## config.mk

```make
export PLATFORM = sky130hd
export DESIGN_NAME = data_access_controller
export DESIGN_NICKNAME = d
export VERILOG_FILES = /design/src/rtl/riscv_mem_pkg.sv /design/src/rtl/load_align_extend.sv /design/src/rtl/data_access_controller.sv
export SDC_FILE = /design/constraint.sdc
export NUM_CORES = 1
export LEC_CHECK = 0
export ABC_CLOCK_PERIOD_IN_PS = 2800
export BUFFER_PORTS_ARGS = -buffer_cell sky130_fd_sc_hd__clkbuf_2
export CAP_MARGIN = 30
export CORE_AREA = 2 2 102 104
export DETAILED_ROUTE_END_ITERATION = 10
export DIE_AREA = 0 0 104 106
export GPL_ROUTABILITY_DRIVEN = 0
export PLACE_DENSITY = 0.85
export SLEW_MARGIN = 20
export SYNTH_ARGS = -nofsm -noshare
export SYNTH_HDL_FRONTEND = slang
export SYNTH_SLANG_ARGS = --single-unit
```

## constraint.sdc

```tcl
create_clock -name clock -period 2.8 [get_ports clock]
set_clock_uncertainty 0.2 [all_clocks]
set_input_delay 0.28 -clock clock [delete_from_list [all_inputs] [get_ports clock]]
set_output_delay 0.28 -clock clock [all_outputs]
set_load 0.01 [all_outputs]
```

## src/rtl/riscv_mem_pkg.sv

```systemverilog
// Shared definitions for the MEM-stage data path: RV32I load/store width codes,
// the access controller state encoding and the request legality rule.
package riscv_mem_pkg;

    localparam logic [2:0] F3_LB  = 3'b000;
    localparam logic [2:0] F3_LH  = 3'b001;
    localparam logic [2:0] F3_LW  = 3'b010;
    localparam logic [2:0] F3_LBU = 3'b100;
    localparam logic [2:0] F3_LHU = 3'b101;
    localparam logic [2:0] F3_SB  = 3'b000;
    localparam logic [2:0] F3_SH  = 3'b001;
    localparam logic [2:0] F3_SW  = 3'b010;

    typedef enum logic [1:0] {
        IDLE,
        ACCESS,
        DONE
    } dac_state_t;

    // A request is legal only when exactly one of read/write is set, the width
    // code exists for that direction, and the address is naturally aligned.
    function automatic logic access_legal(input logic       rd,
                                          input logic       wr,
                                          input logic [2:0] f3,
                                          input logic [1:0] off);
        logic ok;
        ok = 1'b0;
        if (rd && !wr) begin
            case (f3)
                F3_LB, F3_LBU: ok = 1'b1;
                F3_LH, F3_LHU: ok = !off[0];
                F3_LW:         ok = (off == 2'b00);
                default:       ok = 1'b0;
            endcase
        end else if (wr && !rd) begin
            case (f3)
                F3_SB:   ok = 1'b1;
                F3_SH:   ok = !off[0];
                F3_SW:   ok = (off == 2'b00);
                default: ok = 1'b0;
            endcase
        end
        return ok;
    endfunction

endpackage

```

## src/rtl/load_align_extend.sv

```systemverilog
// Picks the addressed byte/half out of a cache word and sign- or zero-extends it
// according to the load width code.
module load_align_extend
    import riscv_mem_pkg::*;
(
    input  logic [2:0]  func3,
    input  logic [1:0]  offset,
    input  logic [31:0] word,
    output logic [31:0] result
);

    logic [31:0]        shifted;
    logic signed [7:0]  byte_s;
    logic signed [15:0] half_s;

    always_comb begin
        shifted = word >> {offset, 3'b000};
        byte_s  = shifted[7:0];
        half_s  = shifted[15:0];
        case (func3)
            F3_LB:   result = 32'(byte_s);
            F3_LH:   result = 32'(half_s);
            F3_LBU:  result = {24'h000000, shifted[7:0]};
            F3_LHU:  result = {16'h0000, shifted[15:0]};
            default: result = shifted;
        endcase
    end

endmodule

```

## src/rtl/data_access_controller.sv

```systemverilog
// MEM-stage sequencer: validates a load/store, holds a word-aligned cache request
// through the cache busy-wait handshake, stalls the pipeline and registers load data.
module data_access_controller
    import riscv_mem_pkg::*;
(
    input  logic        clock,
    input  logic        reset,
    input  logic        mem_read,
    input  logic        mem_write,
    input  logic [2:0]  func3,
    input  logic [31:0] address,
    input  logic [31:0] write_data,
    output logic [31:0] load_data,
    output logic        busy_wait,
    output logic        access_fault,
    output logic        dcache_read,
    output logic        dcache_write,
    output logic [31:0] dcache_address,
    output logic [31:0] dcache_writedata,
    output logic [3:0]  dcache_byteen,
    input  logic [31:0] dcache_readdata,
    input  logic        dcache_busywait
);

    dac_state_t  state;
    logic [2:0]  func3_q;
    logic [1:0]  offset_q;
    logic        req;
    logic        legal;
    logic [3:0]  st_byteen;
    logic [31:0] st_data;
    logic [31:0] ld_result;

    assign req   = mem_read | mem_write;
    assign legal = access_legal(mem_read, mem_write, func3, address[1:0]);

    // The stall must be visible in the same cycle the request appears, so these
    // two are decoded from state rather than registered.
    assign busy_wait    = ((state == IDLE) && req && legal) || (state == ACCESS);
    assign access_fault = (state == IDLE) && req && !legal;

    always_comb begin
        st_byteen = 4'b0000;
        st_data   = write_data;
        case (func3)
            F3_SB: begin
                st_byteen = 4'b0001 << address[1:0];
                st_data   = {4{write_data[7:0]}};
            end
            F3_SH: begin
                st_byteen = 4'b0011 << {address[1], 1'b0};
                st_data   = {2{write_data[15:0]}};
            end
            F3_SW: begin
                st_byteen = 4'b1111;
                st_data   = write_data;
            end
            default: begin
                st_byteen = 4'b0000;
                st_data   = write_data;
            end
        endcase
        if (!mem_write) begin
            st_byteen = 4'b0000;
        end
    end

    load_align_extend u_load_align_extend (
        .func3  (func3_q),
        .offset (offset_q),
        .word   (dcache_readdata),
        .result (ld_result)
    );

    always_ff @(posedge clock) begin
        if (reset) begin
            state            <= IDLE;
            func3_q          <= 3'b000;
            offset_q         <= 2'b00;
            load_data        <= 32'h0;
            dcache_read      <= 1'b0;
            dcache_write     <= 1'b0;
            dcache_address   <= 32'h0;
            dcache_writedata <= 32'h0;
            dcache_byteen    <= 4'b0000;
        end else begin
            case (state)
                IDLE: begin
                    if (req && legal) begin
                        func3_q          <= func3;
                        offset_q         <= address[1:0];
                        dcache_read      <= mem_read;
                        dcache_write     <= mem_write;
                        dcache_address   <= {address[31:2], 2'b00};
                        dcache_writedata <= st_data;
                        dcache_byteen    <= st_byteen;
                        state            <= ACCESS;
                    end
                end
                ACCESS: begin
                    if (!dcache_busywait) begin
                        dcache_read  <= 1'b0;
                        dcache_write <= 1'b0;
                        if (dcache_read) begin
                            load_data <= ld_result;
                        end
                        state <= DONE;
                    end
                end
                // One non-stalled cycle lets the pipeline move past this instruction
                // before a held request could be seen again in IDLE.
                DONE:    state <= IDLE;
                default: state <= IDLE;
            endcase
        end
    end

endmodule

```

==> qor.txt <==
TIMING
------------------------------------------------------------------------------------------
Fin Hold WS                                                                      0.0289 ns
Slew headroom                                                                        0.502
Achievable clock frequency                                                         379 MHz
Post-Route Setup TNS                                                                  0 ns
Minimum clock period after layout                                                  2.64 ns
Final-report max-slew violation count                                                    0
Final setup vio count                                                                    0
Final period utilization                                                             0.943
RSZ-0062 raised after global routing                                                    no
Count of final hold-check violations                                                     0
Actual slew at the worst max-slew pin                                             0.745 ns

YOSYS
------------------------------------------------------------------------------------------
Post-synth design cell area                                                       5030 µm²
Leading post-synthesis cells by cell area                                     sky130_fd_sc_hd__dfxtp_1 (43%), sky130_fd_sc_hd__a21oi_1 (11%), sky130_fd_sc_hd__o21ai_0 (6.6%)
Count of distinct cell types in the synthesized netlist                                 40
Cell accounting for the most synthesized area                                 sky130_fd_sc_hd__dfxtp_1
Most common cell in the netlist                                               sky130_fd_sc_hd__dfxtp_1
Post-synth top area share                                                            0.426
Top_reg_cell synth                                                            sky130_fd_sc_hd__dfxtp_1
Synthesized flop and latch total                                                       107
Synthesized netlist cell count                                                         597
Sequential element share of the synthesized area                                     0.426
Most used standard cells in the synthesized netlist                           sky130_fd_sc_hd__dfxtp_1 (107), sky130_fd_sc_hd__a21oi_1 (106), sky130_fd_sc_hd__o21ai_0 (66)
Proportion of register bits with asynchronous set or reset after synthesis               0
Synthesis warning total                                                                  0
Post-synth EDFFs                                                                         0
Average footprint of a synthesized cell                                           8.42 µm²

CLOCKING
------------------------------------------------------------------------------------------
Post-cts sizing count                                                                    0
Clock Latency Late Sink                                                            0.37 ns
Total number of clock tree sinks                                                       107
Max Root-Sink Buffers                                                                    2
Clock buffers created by TritonCTS                                                       9
Clock edge transition at the registers on the reported setup and hold paths        0.10 ns
Clk root buf                                                                  sky130_fd_sc_hd__clkbuf_8
Htree depth                                                                              3
CTS tree                                                                               yes

POWER
------------------------------------------------------------------------------------------
Internal                                                                         0.00216 W
Total power                                                                      0.00307 W
Switching power share of the total                                                   0.295
Flop pwr share                                                                       0.524
Power share of the clock group                                                       0.290
Leak Pwr                                                                           2.73 nW
Cell area power density                                                         461 nW/µm²
Combinational share of power                                                         0.185
Worst IR drop on VDD                                                                259 µV
Net switching component of the power                                            0.000905 W

FLOORPLANNING
------------------------------------------------------------------------------------------
Count of standard-cell rows                                                             37
Die Width                                                                           104 µm
Number of top-level pins                                                               208
Floorplan core area                                                              10000 µm²
Initial cell density of the core                                                     0.503
Die boundary height                                                                 106 µm
Die ar.                                                                         11,000 µm²

FINISH
------------------------------------------------------------------------------------------
Fraction of layout instances using a drive strength above 1                          0.312
Utilization after layout                                                             0.666
Number of nets in the layout                                                           911
ANT cells                                                                                0
Synth-to-layout area growth                                                          32.4%

DETAILED ROUTING
------------------------------------------------------------------------------------------
DRC Markers                                                                              0
Routed Wire Length                                                               16,400 µm
Number of search-and-repair iterations in the first detailed-routing pass                4
Via density                                                                           5.86
Number of vias in the routed layout                                                  5,560
Count of nets left with antenna violations after detail routing                          0
DRC violation total after the first TritonRoute iteration                              460
Average wire per standard cell                                                     17.3 µm

WORST SETUP PATH
------------------------------------------------------------------------------------------
Peak fanout along the critical path                                                     39
CP arrival                                                                         2.75 ns
Critical path class                                                           primary input to flop
CP startpoint kind                                                            primary input
Category of the worst setup path capture point                                        flop
Crit path required time                                                            2.91 ns
Beginning of the worst register-to-register path                                  state[0]
Worst setup path startpoint                                                       func3[2]

MIN PATH
------------------------------------------------------------------------------------------
Type of the most critical hold path                                           primary input to flop
Critical hold path startpoint                                                    mem_write

GLOBAL ROUTE
------------------------------------------------------------------------------------------
Pin count of the biggest net entering global routing                                    61
Total grt overflow                                                                       0
Number of antenna violations at the first check in global routing                        0
Total routing resource utilization after global routing                              0.290
Wire length of the first global-routing pass                                     25,900 µm
Via count of the first global-routing pass                                           5,281

PLACE
------------------------------------------------------------------------------------------
HPWL after detailed placement                                                    10,600 µm
Port buffer count                                                                      205

RUN
------------------------------------------------------------------------------------------
Count of maximum capacitance violations                                                  0

STATUS
------------------------------------------------------------------------------------------
Status                                                                        finished, final reports clean

-- critical path, stage by stage --
cell                            delay (ns)
sky130_fd_sc_hd__clkbuf_2             0.23
sky130_fd_sc_hd__nor3b_1              0.48
sky130_fd_sc_hd__o22a_2               0.30
sky130_fd_sc_hd__buf_4                0.38
sky130_fd_sc_hd__a21oi_1              0.13
sky130_fd_sc_hd__a311oi_1             0.31
sky130_fd_sc_hd__dlygate4sd3_1        0.62
-- state kept, by name (all words and copies together), names as in the netlist --
signal and flops:
dcache_address 30, dcache_byteen 4, dcache_read 1, dcache_write 1, dcache_writedata 32, func3_q 3
load_data 32, offset_q 2, state 2
-- stage by stage --
step                setup slack, ns  instance area, µm²  instances
global placement              0.573                6030        887
CTS                           0.344                6660        948
detailed placement            0.452                6030        887
global route                 0.0469                6660        948
floorplan                     0.968                5030        598
finish                        0.160                6660        948
-- layer usage --
| layer | share of wire | wire (µm) | global-route usage | up-vias |
|---|---|---|---|---|
| li1 | - | - | - | 2601 |
| met1 | 0.40 | 6580 | 0.353 | 2585 |
| met2 | 0.48 | 7900 | 0.485 | 313 |
| met3 | 0.071 | 1160 | 0.0509 | 61 |
| met4 | 0.045 | 745 | 0.167 | 0 |
| met5 | 0 | 0 | 0 | - |
-- power groups by stage --
stage | logic (W) | clock network (W) | registers [W]
after global routing | 0.000611 | 0.000965 | 0.00162
after detailed placement | 0.000500 | 0 | 0.00164
after CTS | 0.000551 | 0.000903 | 0.00161
after floorplan | 0.000284 | 0 | 0.00166
after global placement | 0.000486 | 0 | 0.00164
final | 0.000569 | 0.000891 | 0.00161
-- worst paths after layout --
| path | to | slack, ns | cells after the start |
|---|---|---|---|
| worst max-delay path | dcache_writedata[21] | 0.16 | 7 |
| worst min-delay path | dcache_write | 0.03 | 3 |
| worst max register to register | dcache_writedata[21] | 0.29 | 5 |
| worst min register to register | load_data[6] | 0.27 | 2 |
-- what timing repair did --
action	in CTS	in global routing
hold buffers	45	0
hold endpoints to repair	43	0
setup buffers	0	0
-- layout make-up --
cell class	instances	area [µm²]
fill	812	3340
multi-input combinational	421	2570
sequential	107	2140
timing repair buffer	264	1580
tap	136	170
clock buffer	11	141
clock inverter	5	37.5
inverter	4	15.0
-- placed cells by master, fill, tap and decap left out, types with 4 or more instances in the layout --
cell type,instances
sky130_fd_sc_hd__nand2_1,34
sky130_fd_sc_hd__buf_4,15
sky130_fd_sc_hd__o2111ai_1,10
sky130_fd_sc_hd__nor3_1,9
sky130_fd_sc_hd__clkbuf_8,10
sky130_fd_sc_hd__nor2b_1,4
sky130_fd_sc_hd__a311oi_1,8
sky130_fd_sc_hd__nand3_1,45
sky130_fd_sc_hd__o21ai_0,66
sky130_fd_sc_hd__o2bb2ai_1,7
sky130_fd_sc_hd__a211oi_1,23
sky130_fd_sc_hd__mux2_2,8
sky130_fd_sc_hd__clkbuf_2,204
sky130_fd_sc_hd__a21oi_1,106
sky130_fd_sc_hd__mux2i_1,31
sky130_fd_sc_hd__nor2_1,31
sky130_fd_sc_hd__dfxtp_1,107
sky130_fd_sc_hd__inv_1,4
sky130_fd_sc_hd__o211ai_1,8
sky130_fd_sc_hd__nand2b_1,6
sky130_fd_sc_hd__dlygate4sd3_1,45
-- kinds of logic after synthesis --
family,Yosys count,synth area share
buffers and inverters,70,0.0682
DFF,107,0.426
muxes,40,0.0841
AOI/OAI and AO/OA,238,0.283
and+or+nand+nor,141,0.138
other,1,0.000746
Note: power is estimated with default switching activity, not from simulation.
